==> config.mk <==
export PLATFORM = sky130hd
export DESIGN_NAME = field_sequencer
export DESIGN_NICKNAME = d
export VERILOG_FILES = /design/src/rtl/field_seq_pkg.sv /design/src/rtl/field_rr_arbiter.sv /design/src/rtl/field_sequencer.sv
export SDC_FILE = /design/constraint.sdc
export NUM_CORES = 1
export LEC_CHECK = 0
export CAP_MARGIN = 10
export CORE_ASPECT_RATIO = 1.2
export CORE_MARGIN = 3
export CORE_UTILIZATION = 41
export CTS_CLUSTER_SIZE = 8
export DETAILED_ROUTE_END_ITERATION = 6
export GPL_ROUTABILITY_DRIVEN = 1
export PLACE_DENSITY = 0.77
export SETUP_SLACK_MARGIN = 0.02
export SYNTH_ARGS = -nofsm -noshare
export SYNTH_HDL_FRONTEND = slang
export SYNTH_HIERARCHICAL = 1
export SYNTH_SLANG_ARGS = --single-unit
==> constraint.sdc <==
create_clock -name clk -period 2.2 [get_ports clk]
set_clock_uncertainty 0.2 [all_clocks]
set_input_delay 0.44 -clock clk [delete_from_list [all_inputs] [get_ports clk]]
set_output_delay 0.44 -clock clk [all_outputs]
set_load 0.05 [all_outputs]
==> src/rtl/field_seq_pkg.sv <==
// Shared types and field helpers for the byte field sequencer.
// Build option: define FIELD_SKIP_ZERO_EN to drop zero-valued fields from the beat stream.
package field_seq_pkg;

    localparam int unsigned BYTE_W = 8;
    localparam int unsigned FLD_W  = 4;

`ifdef FIELD_SKIP_ZERO_EN
    localparam bit SKIP_ZERO = 1'b1;
`else
    localparam bit SKIP_ZERO = 1'b0;
`endif

    typedef enum logic [1:0] {FLD_HI, FLD_MID, FLD_B1, FLD_B0} fld_idx_t;
    typedef enum logic [0:0] {IDLE, EMIT} state_t;

    // Field value for a given index, LSB-aligned with zero upper bits.
    function automatic logic [FLD_W-1:0] fld_extract(input logic [BYTE_W-1:0] b, input fld_idx_t idx);
        logic [FLD_W-1:0] v;
        case (idx)
            FLD_HI:  v = b[7:4];
            FLD_MID: v = {2'b00, b[3:2]};
            FLD_B1:  v = {3'b000, b[1]};
            default: v = {3'b000, b[0]};
        endcase
        return v;
    endfunction

    // True when some field after idx carries a non-zero value.
    function automatic logic later_nonzero(input logic [BYTE_W-1:0] b, input fld_idx_t idx);
        logic any;
        any = 1'b0;
        for (int unsigned j = 0; j < 4; j++) begin
            if (j > 32'(idx) && fld_extract(b, fld_idx_t'(j[1:0])) != '0)
                any = 1'b1;
        end
        return any;
    endfunction

    // Field following idx in emission order.
    function automatic fld_idx_t next_idx(input logic [BYTE_W-1:0] b, input fld_idx_t idx);
        fld_idx_t nxt;
        logic     found;
        nxt   = idx;
        found = 1'b0;
        if (!SKIP_ZERO) begin
            if (idx != FLD_B0)
                nxt = fld_idx_t'(idx + 2'd1);
        end else begin
            for (int unsigned j = 0; j < 4; j++) begin
                if (!found && j > 32'(idx) && fld_extract(b, fld_idx_t'(j[1:0])) != '0) begin
                    nxt   = fld_idx_t'(j[1:0]);
                    found = 1'b1;
                end
            end
            // An all-zero tail still terminates on the final field.
            if (!found)
                nxt = FLD_B0;
        end
        return nxt;
    endfunction

    // True when idx is the final beat of the byte.
    function automatic logic idx_is_last(input logic [BYTE_W-1:0] b, input fld_idx_t idx);
        if (SKIP_ZERO)
            return !later_nonzero(b, idx);
        return idx == FLD_B0;
    endfunction

    // Index of the first beat emitted for a freshly captured byte.
    function automatic fld_idx_t first_idx(input logic [BYTE_W-1:0] b);
        if (SKIP_ZERO && fld_extract(b, FLD_HI) == '0)
            return next_idx(b, FLD_HI);
        return FLD_HI;
    endfunction

endpackage

==> src/rtl/field_rr_arbiter.sv <==
// Round-robin arbiter: scans from ptr upward (modulo NUM_REQ) and grants the first valid request.
module field_rr_arbiter #(
    parameter int unsigned NUM_REQ = 2,
    parameter int unsigned SRC_W   = $clog2(NUM_REQ)
) (
    input  logic [NUM_REQ-1:0] req,
    input  logic [SRC_W-1:0]   ptr,
    input  logic               accept,
    output logic [NUM_REQ-1:0] grant,
    output logic [SRC_W-1:0]   winner
);

    // Rotating priority scan; nothing is granted while accept is low.
    always_comb begin
        logic        found;
        int unsigned pos;
        grant  = '0;
        winner = '0;
        found  = 1'b0;
        pos    = 0;
        for (int unsigned off = 0; off < NUM_REQ; off++) begin
            pos = (32'(ptr) + off) % NUM_REQ;
            if (accept && !found && req[pos]) begin
                grant[pos] = 1'b1;
                winner     = SRC_W'(pos);
                found      = 1'b1;
            end
        end
    end

endmodule

==> src/rtl/field_sequencer.sv <==
// Shares one byte field-splitting path between NUM_REQ requesters; emits [7:4],[3:2],[1],[0]
// as 4-bit valid/ready beats. Build option: FIELD_SKIP_ZERO_EN (see field_seq_pkg).
module field_sequencer
    import field_seq_pkg::*;
#(
    parameter int unsigned NUM_REQ = 2,
    parameter int unsigned SRC_W   = $clog2(NUM_REQ)
) (
    input  logic                  clk,
    input  logic                  rst,
    input  logic [NUM_REQ-1:0]    req_valid,
    input  logic [8*NUM_REQ-1:0]  req_data,
    output logic [NUM_REQ-1:0]    req_ready,
    output logic                  fld_valid,
    input  logic                  fld_ready,
    output logic [3:0]            fld_data,
    output logic [1:0]            fld_idx,
    output logic [SRC_W-1:0]      fld_src,
    output logic                  fld_last,
    output logic                  busy
);

    localparam logic [0:0] ST_IDLE = IDLE;
    localparam logic [0:0] ST_EMIT = EMIT;

    logic [0:0]         state_q;
    logic [SRC_W-1:0]   ptr_q;
    logic [SRC_W-1:0]   src_q;
    logic [BYTE_W-1:0]  byte_q;
    fld_idx_t           idx_q;

    logic [NUM_REQ-1:0] grant;
    logic [SRC_W-1:0]   winner;
    logic               take;
    logic [BYTE_W-1:0]  sel_byte;
    logic               cur_last;

    field_rr_arbiter #(
        .NUM_REQ (NUM_REQ),
        .SRC_W   (SRC_W)
    ) u_arb (
        .req    (req_valid),
        .ptr    (ptr_q),
        .accept (state_q == ST_IDLE),
        .grant  (grant),
        .winner (winner)
    );

    assign req_ready = grant;
    assign take      = |(req_valid & grant);
    assign sel_byte  = req_data[32'(winner)*BYTE_W +: BYTE_W];
    assign cur_last  = idx_is_last(byte_q, idx_q);

    assign busy      = (state_q == ST_EMIT);
    assign fld_valid = busy;
    assign fld_data  = busy ? fld_extract(byte_q, idx_q) : '0;
    assign fld_idx   = busy ? 2'(idx_q) : 2'b00;
    assign fld_src   = busy ? src_q : '0;
    assign fld_last  = busy & cur_last;

    // Accept one byte in IDLE, then step through its fields on each completed beat.
    always_ff @(posedge clk) begin
        if (rst) begin
            state_q <= ST_IDLE;
            ptr_q   <= '0;
            src_q   <= '0;
            byte_q  <= '0;
            idx_q   <= FLD_HI;
        end else if (state_q == ST_IDLE) begin
            if (take) begin
                byte_q  <= sel_byte;
                src_q   <= winner;
                ptr_q   <= (32'(winner) == NUM_REQ - 1) ? '0 : winner + SRC_W'(1);
                idx_q   <= first_idx(sel_byte);
                state_q <= ST_EMIT;
            end
        end else begin
            if (fld_ready) begin
                if (cur_last)
                    state_q <= ST_IDLE;
                else
                    idx_q <= next_idx(byte_q, idx_q);
            end
        end
    end

endmodule
## Word level (Yosys, flattened, before mapping)

Index checks and enable logic that the tools add are counted.

| word-level totals | value |
|---|---|
| input port bits | 21 |
| bits in registers | 13 |
| word-level logic and storage cells | 62 |

| cells by class | value |
|---|---|
| muxes and demuxes | 27 |
| add/sub/neg operators | 3 |
| equality and inequality tests | 7 |
| magnitude comparators | 4 |
| reduce and logical (&&, ||, !) cells | 11 |
| bitwise gates (word level) | 4 |
| shift-type cells | 1 |

Operator list:

| operator | count |
|---|---|
| 2-bit 2-to-1 mux | 8 |
| 16-bit by 5-bit indexed part select with 8-bit output | 1 |
| 1-bit 2-to-1 mux | 15 |
| 4-bit case mux with 3 select lines | 1 |
| 2-bit != test, second input constant | 3 |
| 1-bit logical AND | 5 |
| 2-bit == test, second input constant | 2 |
| 1-bit by 2-bit < comparator with 1-bit output, second input constant | 2 |
| 4-bit 2-to-1 mux | 1 |
| 4-bit AND reduction | 1 |
| 1-bit adder, second input constant | 2 |
| 2-bit by 1-bit adder with 2-bit output, second input constant | 1 |
| 2-bit AND | 1 |
| 1-bit demux with 1-bit select | 2 |
| 2-bit by 1-bit == test with 1-bit output, second input constant | 1 |
| 1-bit >= comparator, second input constant | 2 |
| 2-bit logical NOT | 1 |
| 2-bit by 1-bit != test with 1-bit output, second input constant | 1 |
| 2-bit bitwise OR | 1 |
| 2-bit AND reduction | 1 |
| 2-bit nonzero test | 1 |
| 2-bit OR reduction | 1 |
| 1-bit AND | 1 |
| 1-bit logical NOT | 1 |
| 1-bit inverter | 1 |

## Longest topological paths before layout

| logic depth | value |
|---|---|
| word-level depth | 12 |
| depth in mapped cells | 8 |
| depth with buffers taken out | 6 |

## Cells and area by module

Netlist, hierarchy kept.

Modules (own cells, without submodules):

| module | seq. area each (sq um) | instances | cells an instance | area each (sq um) |
|---|---|---|---|---|
| field_sequencer | 260.2 | 1 | 81 | 763.2 |
| field_rr_arbiter | 0.0 | 1 | 6 | 26.3 |

## Worst setup path before layout

OpenSTA, ideal clock, no wires.

| timing | value |
|---|---|
| path type | register -> register |
| start | register state_q, in the netlist busy |
| end | register src_q |
| setup slack | -0.668 ns |
| buffers on the path | 2 |
| arrival time | 2.552 ns |
| cell stages (with the launch flop) | 9 |
| cell sequence | dfxtp_1 buf_2 inv_2 nand2_1 a21oi_1 a22oi_2 or2_1 buf_4 a31o_1 |

| between the ends | value |
|---|---|
| longest elaborated chain between the ends | 10 |
| elaborated cells on any way between the ends | 14 |

Ends and longest elaborated chain:

| item | line | RTL |
|---|---|---|
| from (decl) | field_sequencer.sv:26 | `logic [0:0] state_q;` |
| from (signal assigned) | field_sequencer.sv:64 | `state_q <= ST_IDLE;` |
| from (signal assigned) | field_sequencer.sv:75 | `state_q <= ST_EMIT;` |
| from (signal assigned) | field_sequencer.sv:80 | `state_q <= ST_IDLE;` |
| 1-bit inverter (no source line) (*) | -- |  |
| 1-bit logical AND | field_rr_arbiter.sv:23 | `if (accept && !found && req[pos]) begin` |
| 1-bit 2-to-1 mux | field_rr_arbiter.sv:23 |  |
| 1-bit logical NOT | field_rr_arbiter.sv:23 |  |
| 1-bit logical AND (2 in a row) | field_rr_arbiter.sv:23 |  |
| 2-bit 2-to-1 mux (*) | field_rr_arbiter.sv:23 |  |
| named net req_ready[0] | field_sequencer.sv:13 | `output logic [NUM_REQ-1:0] req_ready,` |
| 2-bit AND (*) | field_sequencer.sv:50 | `assign take = \|(req_valid & grant);` |
| 2-bit OR reduction (*) | field_sequencer.sv:50 |  |
| 2-bit AND reduction (no source line) (*) | -- |  |
| to (signal assigned) | field_sequencer.sv:72 | `src_q <= winner;` |
| to (decl) | field_sequencer.sv:28 | `logic [SRC_W-1:0] src_q;` |

Mark *: on every way through the listed nets, which the timed path passes. The rest lies on a longest branch.
A chain may end at the register's enable or synchronous reset.

## Worst setup path after layout

| timing | value |
|---|---|
| start | register idx_q[1] |
| end | output fld_data[0] |

| between the ends | value |
|---|---|
| longest elaborated chain between the ends | 3 |
| elaborated cells on any way between the ends | 5 |

Ends and longest elaborated chain:

| item | line | RTL |
|---|---|---|
| from (decl) | field_sequencer.sv:30 | `fld_idx_t idx_q;` |
| from (signal assigned) | field_sequencer.sv:74 | `idx_q <= first_idx(sel_byte);` |
| from (signal assigned) | field_sequencer.sv:82 | `idx_q <= next_idx(byte_q, idx_q);` |
| 2-bit == test (tied with other cells) | field_seq_pkg.sv:20 | `case (idx)` |
| 4-bit case mux with 3 select lines (*) | field_seq_pkg.sv:20 |  |
| 4-bit 2-to-1 mux (*) | field_sequencer.sv:56 | `assign fld_data = busy ? fld_extract(byte_q, idx_q) : '0;` |
| to (decl) | field_sequencer.sv:16 | `output logic [3:0] fld_data,` |

Mark *: on every way between the ends. The rest lies on a longest branch, timed or not.

==> reports/metrics.cfg <==
[status]
run_status = finished clean

[grt]
antenna_found_initial = 0
overflow = 0
gr-usage-all-layers = 0.195
grt_max_degree = 23
first_global_vias = 787
grt_pass1_wl_mm = 3.51

[power_and_ir_drop]
peakVddDrop_uv = 499
power_density_nw_per_um2 = 485
leakage_nw = 0.521

[yosys]
synth_cells = 87
ys_seq_area_frac = 0.330
ys_seq_elements = 13
yosysWarnings = 6
synth_nets = 113
syn_area_per_cell_um2 = 9.07
syn_area_um2 = 790
synth.distinct_cells = 28

[cts]
htreeDepth = 1
cts_sinks = 13
ctsHoldBuffers = 0
clock_tree.buffer_depth = 2
cts_buffers = 3
cts_tree = done
insertion_delay_ns = 0.27
clk_pin_slew_ns = 0.08
cts-root-buf = clkbuf_4

[floorplan]
initial_core_util = 0.459
die_w_um = 46.1
num_io_pins = 33
row_count = 16
die_y_um = 54.1
dieArea_um2 = 2490
core_um2 = 1720

[cells_and_area]
instances_no_fill = 144
seq_area_um2 = 272
final_area_um2 = 1370
nNetsFinal = 153
drive_gt1_frac = 0.333
multi_input_area_um2 = 538
nFillCells = 112
final_cell_mix = clkdlybuf4s50_1 (19), buf_4 (15), dfxtp_1 (10)
antenna_cells = 0
final_common_cell = clkdlybuf4s50_1
areaGrowthSynthToFinish_pct = 73.1

[placed_design]
place_ws_ns = -0.0894
dpl.cell_count = 137
hpwl_mm = 1.68
place_congestion = 0.812
port_buffers = 32
place_area_um2 = 1250

[timing]
finalSetupTns_ns = 0
hold_viol_final = 0
rsz0062_at_grt = true
worst_slack_ns = 0.0512
relSlewSlack = 0.658
setup_viol = 0
period_share = 0.977
min_period_ns = 2.15
drv_slew = 0
worst_hold_slack_ns = 0.274
fmax_ghz = 0.465
tightest_slew_ns = 0.512

[worst_setup_path]
startpoint = idx_q[1]$_SDFFE_PP0P_
critical_path_required_ns = 1.56
worst_path_max_delay_cell = dfxtp_4
r2r_start = busy$_SDFF_PP0_
worstPathArrival_ns = 1.51
r2r_cells = 6
timing.rr.end = byte_q[0]$_SDFFE_PP0P_
r2r_slack_ns = 0.26
path_class = register to output pin
crit_path_cell_trace = inv_4, ha_4, a22oi_2, a221oi_2, clkbuf_16
startpoint_type = register
critPathCaptureType = output pin
cp-endpoint = fld_data[0]
cp_slowest_stage_delay_ns = 0.38
cp_max_fo = 5

[route]
wirelength_mm = 2.31
ant_nets = 0
drc = 0
initialDrtViolationCount = 32
num_vias = 832
first_pass_iters = 4
wl_per_cell_um = 16.0
via_per_inst = 5.78

[run]
max-cap-violations = 0

[min_path]
hold_class = register to register

-- Yosys cell counts (all sizes together) --
library cell  number  area, um2
dfxtp             13        260
ha                 5       62.6
o2111ai            2       17.5
inv                6       22.5
mux2i              7       70.1
o21ai              1       5.00
and2               2       12.5
nor2               2       7.51
a21oi              5       25.0
nand2              5       18.8
or2                1       6.26
nor4b              1       8.76
buf                6       37.5
nor4               8       50.1
a2111oi            1       10.0
nand3b             1       7.51
and3               2       12.5
a211oi             1       12.5
clkbuf             2       7.51
a22oi              3       27.5
a31o               9       78.8
o41ai              1       8.76
nor2b              1       6.26
a221oi             1       8.76
nor3               1       5.00
-- final cells by class --
class | count | area share
Clock buffer | 4 | 0.0192
Inverter | 6 | 0.0201
Multi-Input combinational cell | 60 | 0.394
Sequential cell | 13 | 0.199
Tap cell | 18 | 0.0165
Timing Repair Buffer | 43 | 0.352
-- layer usage --
| layer | vias to the layer above | GRT usage | part of all wire |
|---|---|---|---|
| li1 | 407 | - | - |
| met4 | 0 | 0.0711 | 0.022 |
| met5 | - | 0 | 0 |
| met3 | 7 | 0.0201 | 0.051 |
| met2 | 34 | 0.330 | 0.52 |
| met1 | 384 | 0.250 | 0.40 |
-- per-stage QoR --
step | power [W] | utilization
2_1_floorplan | 0.000419 | -
3_3_place_gp | 0.000512 | 0.729
3_5_place_dp | 0.000517 | 0.729
4_1_cts | 0.000660 | 0.747
5_1_grt | 0.000695 | 0.794
6_report | 0.000663 | 0.794
-- how the worst min path moves through the flow --
stage                                 startpoint                      to  slack (ns)  cells after the start
after CTS                 byte_q[6]$_SDFFE_PP0P_  byte_q[6]$_SDFFE_PP0P_        0.28                      1
after global routing      byte_q[6]$_SDFFE_PP0P_  byte_q[6]$_SDFFE_PP0P_        0.30                      1
after global placement    byte_q[7]$_SDFFE_PP0P_  byte_q[7]$_SDFFE_PP0P_        0.25                      1
after floorplan               src_q$_SDFFE_PP0P_      src_q$_SDFFE_PP0P_        0.24                      1
final                     byte_q[6]$_SDFFE_PP0P_  byte_q[6]$_SDFFE_PP0P_        0.27                      1
after detailed placement  byte_q[6]$_SDFFE_PP0P_  byte_q[6]$_SDFFE_PP0P_        0.26                      1
-- report_power, final --
part / switching, W / total [W] / internal (W)
sequential: 0.0000245 / 0.000278 / 0.000254
clock: 0.0000768 / 0.000147 / 0.0000703
combinational: 0.000122 / 0.000237 / 0.000116
total: 0.000223 / 0.000663 / 0.000440
-- state kept, by name (all words and copies together) (netlist names) --
name	cells
byte_q	8
idx_q	2
busy	1
ptr_q	1
src_q	1
-- logic make-up (layout without fill, tap and decap cells) --
kind of cell,after synthesis,count (layout),synth area share
AOI/OAI and AO/OA,24,24,0.246
DFF,13,13,0.330
adders and majority gates,5,5,0.0792
and+or+nand+nor,24,24,0.171
muxes,7,7,0.0888
buffers and inverters,14,53,0.0856
-- worst max-delay path, delay by kind of cell (launching register included) --
kind | cells | cell delay (ns)
flops | 1 | 0.38
fa+ha+maj | 1 | 0.15
buf+inv | 2 | 0.32
compound gates | 2 | 0.38
-- timing repair --
action	in CTS	in global routing
gates resized for setup	5	12
pin swaps	1	2
setup buffers	0	3
endpoints found under the setup margin	2	2
No activity file was read; power rests on OpenSTA's default activity.
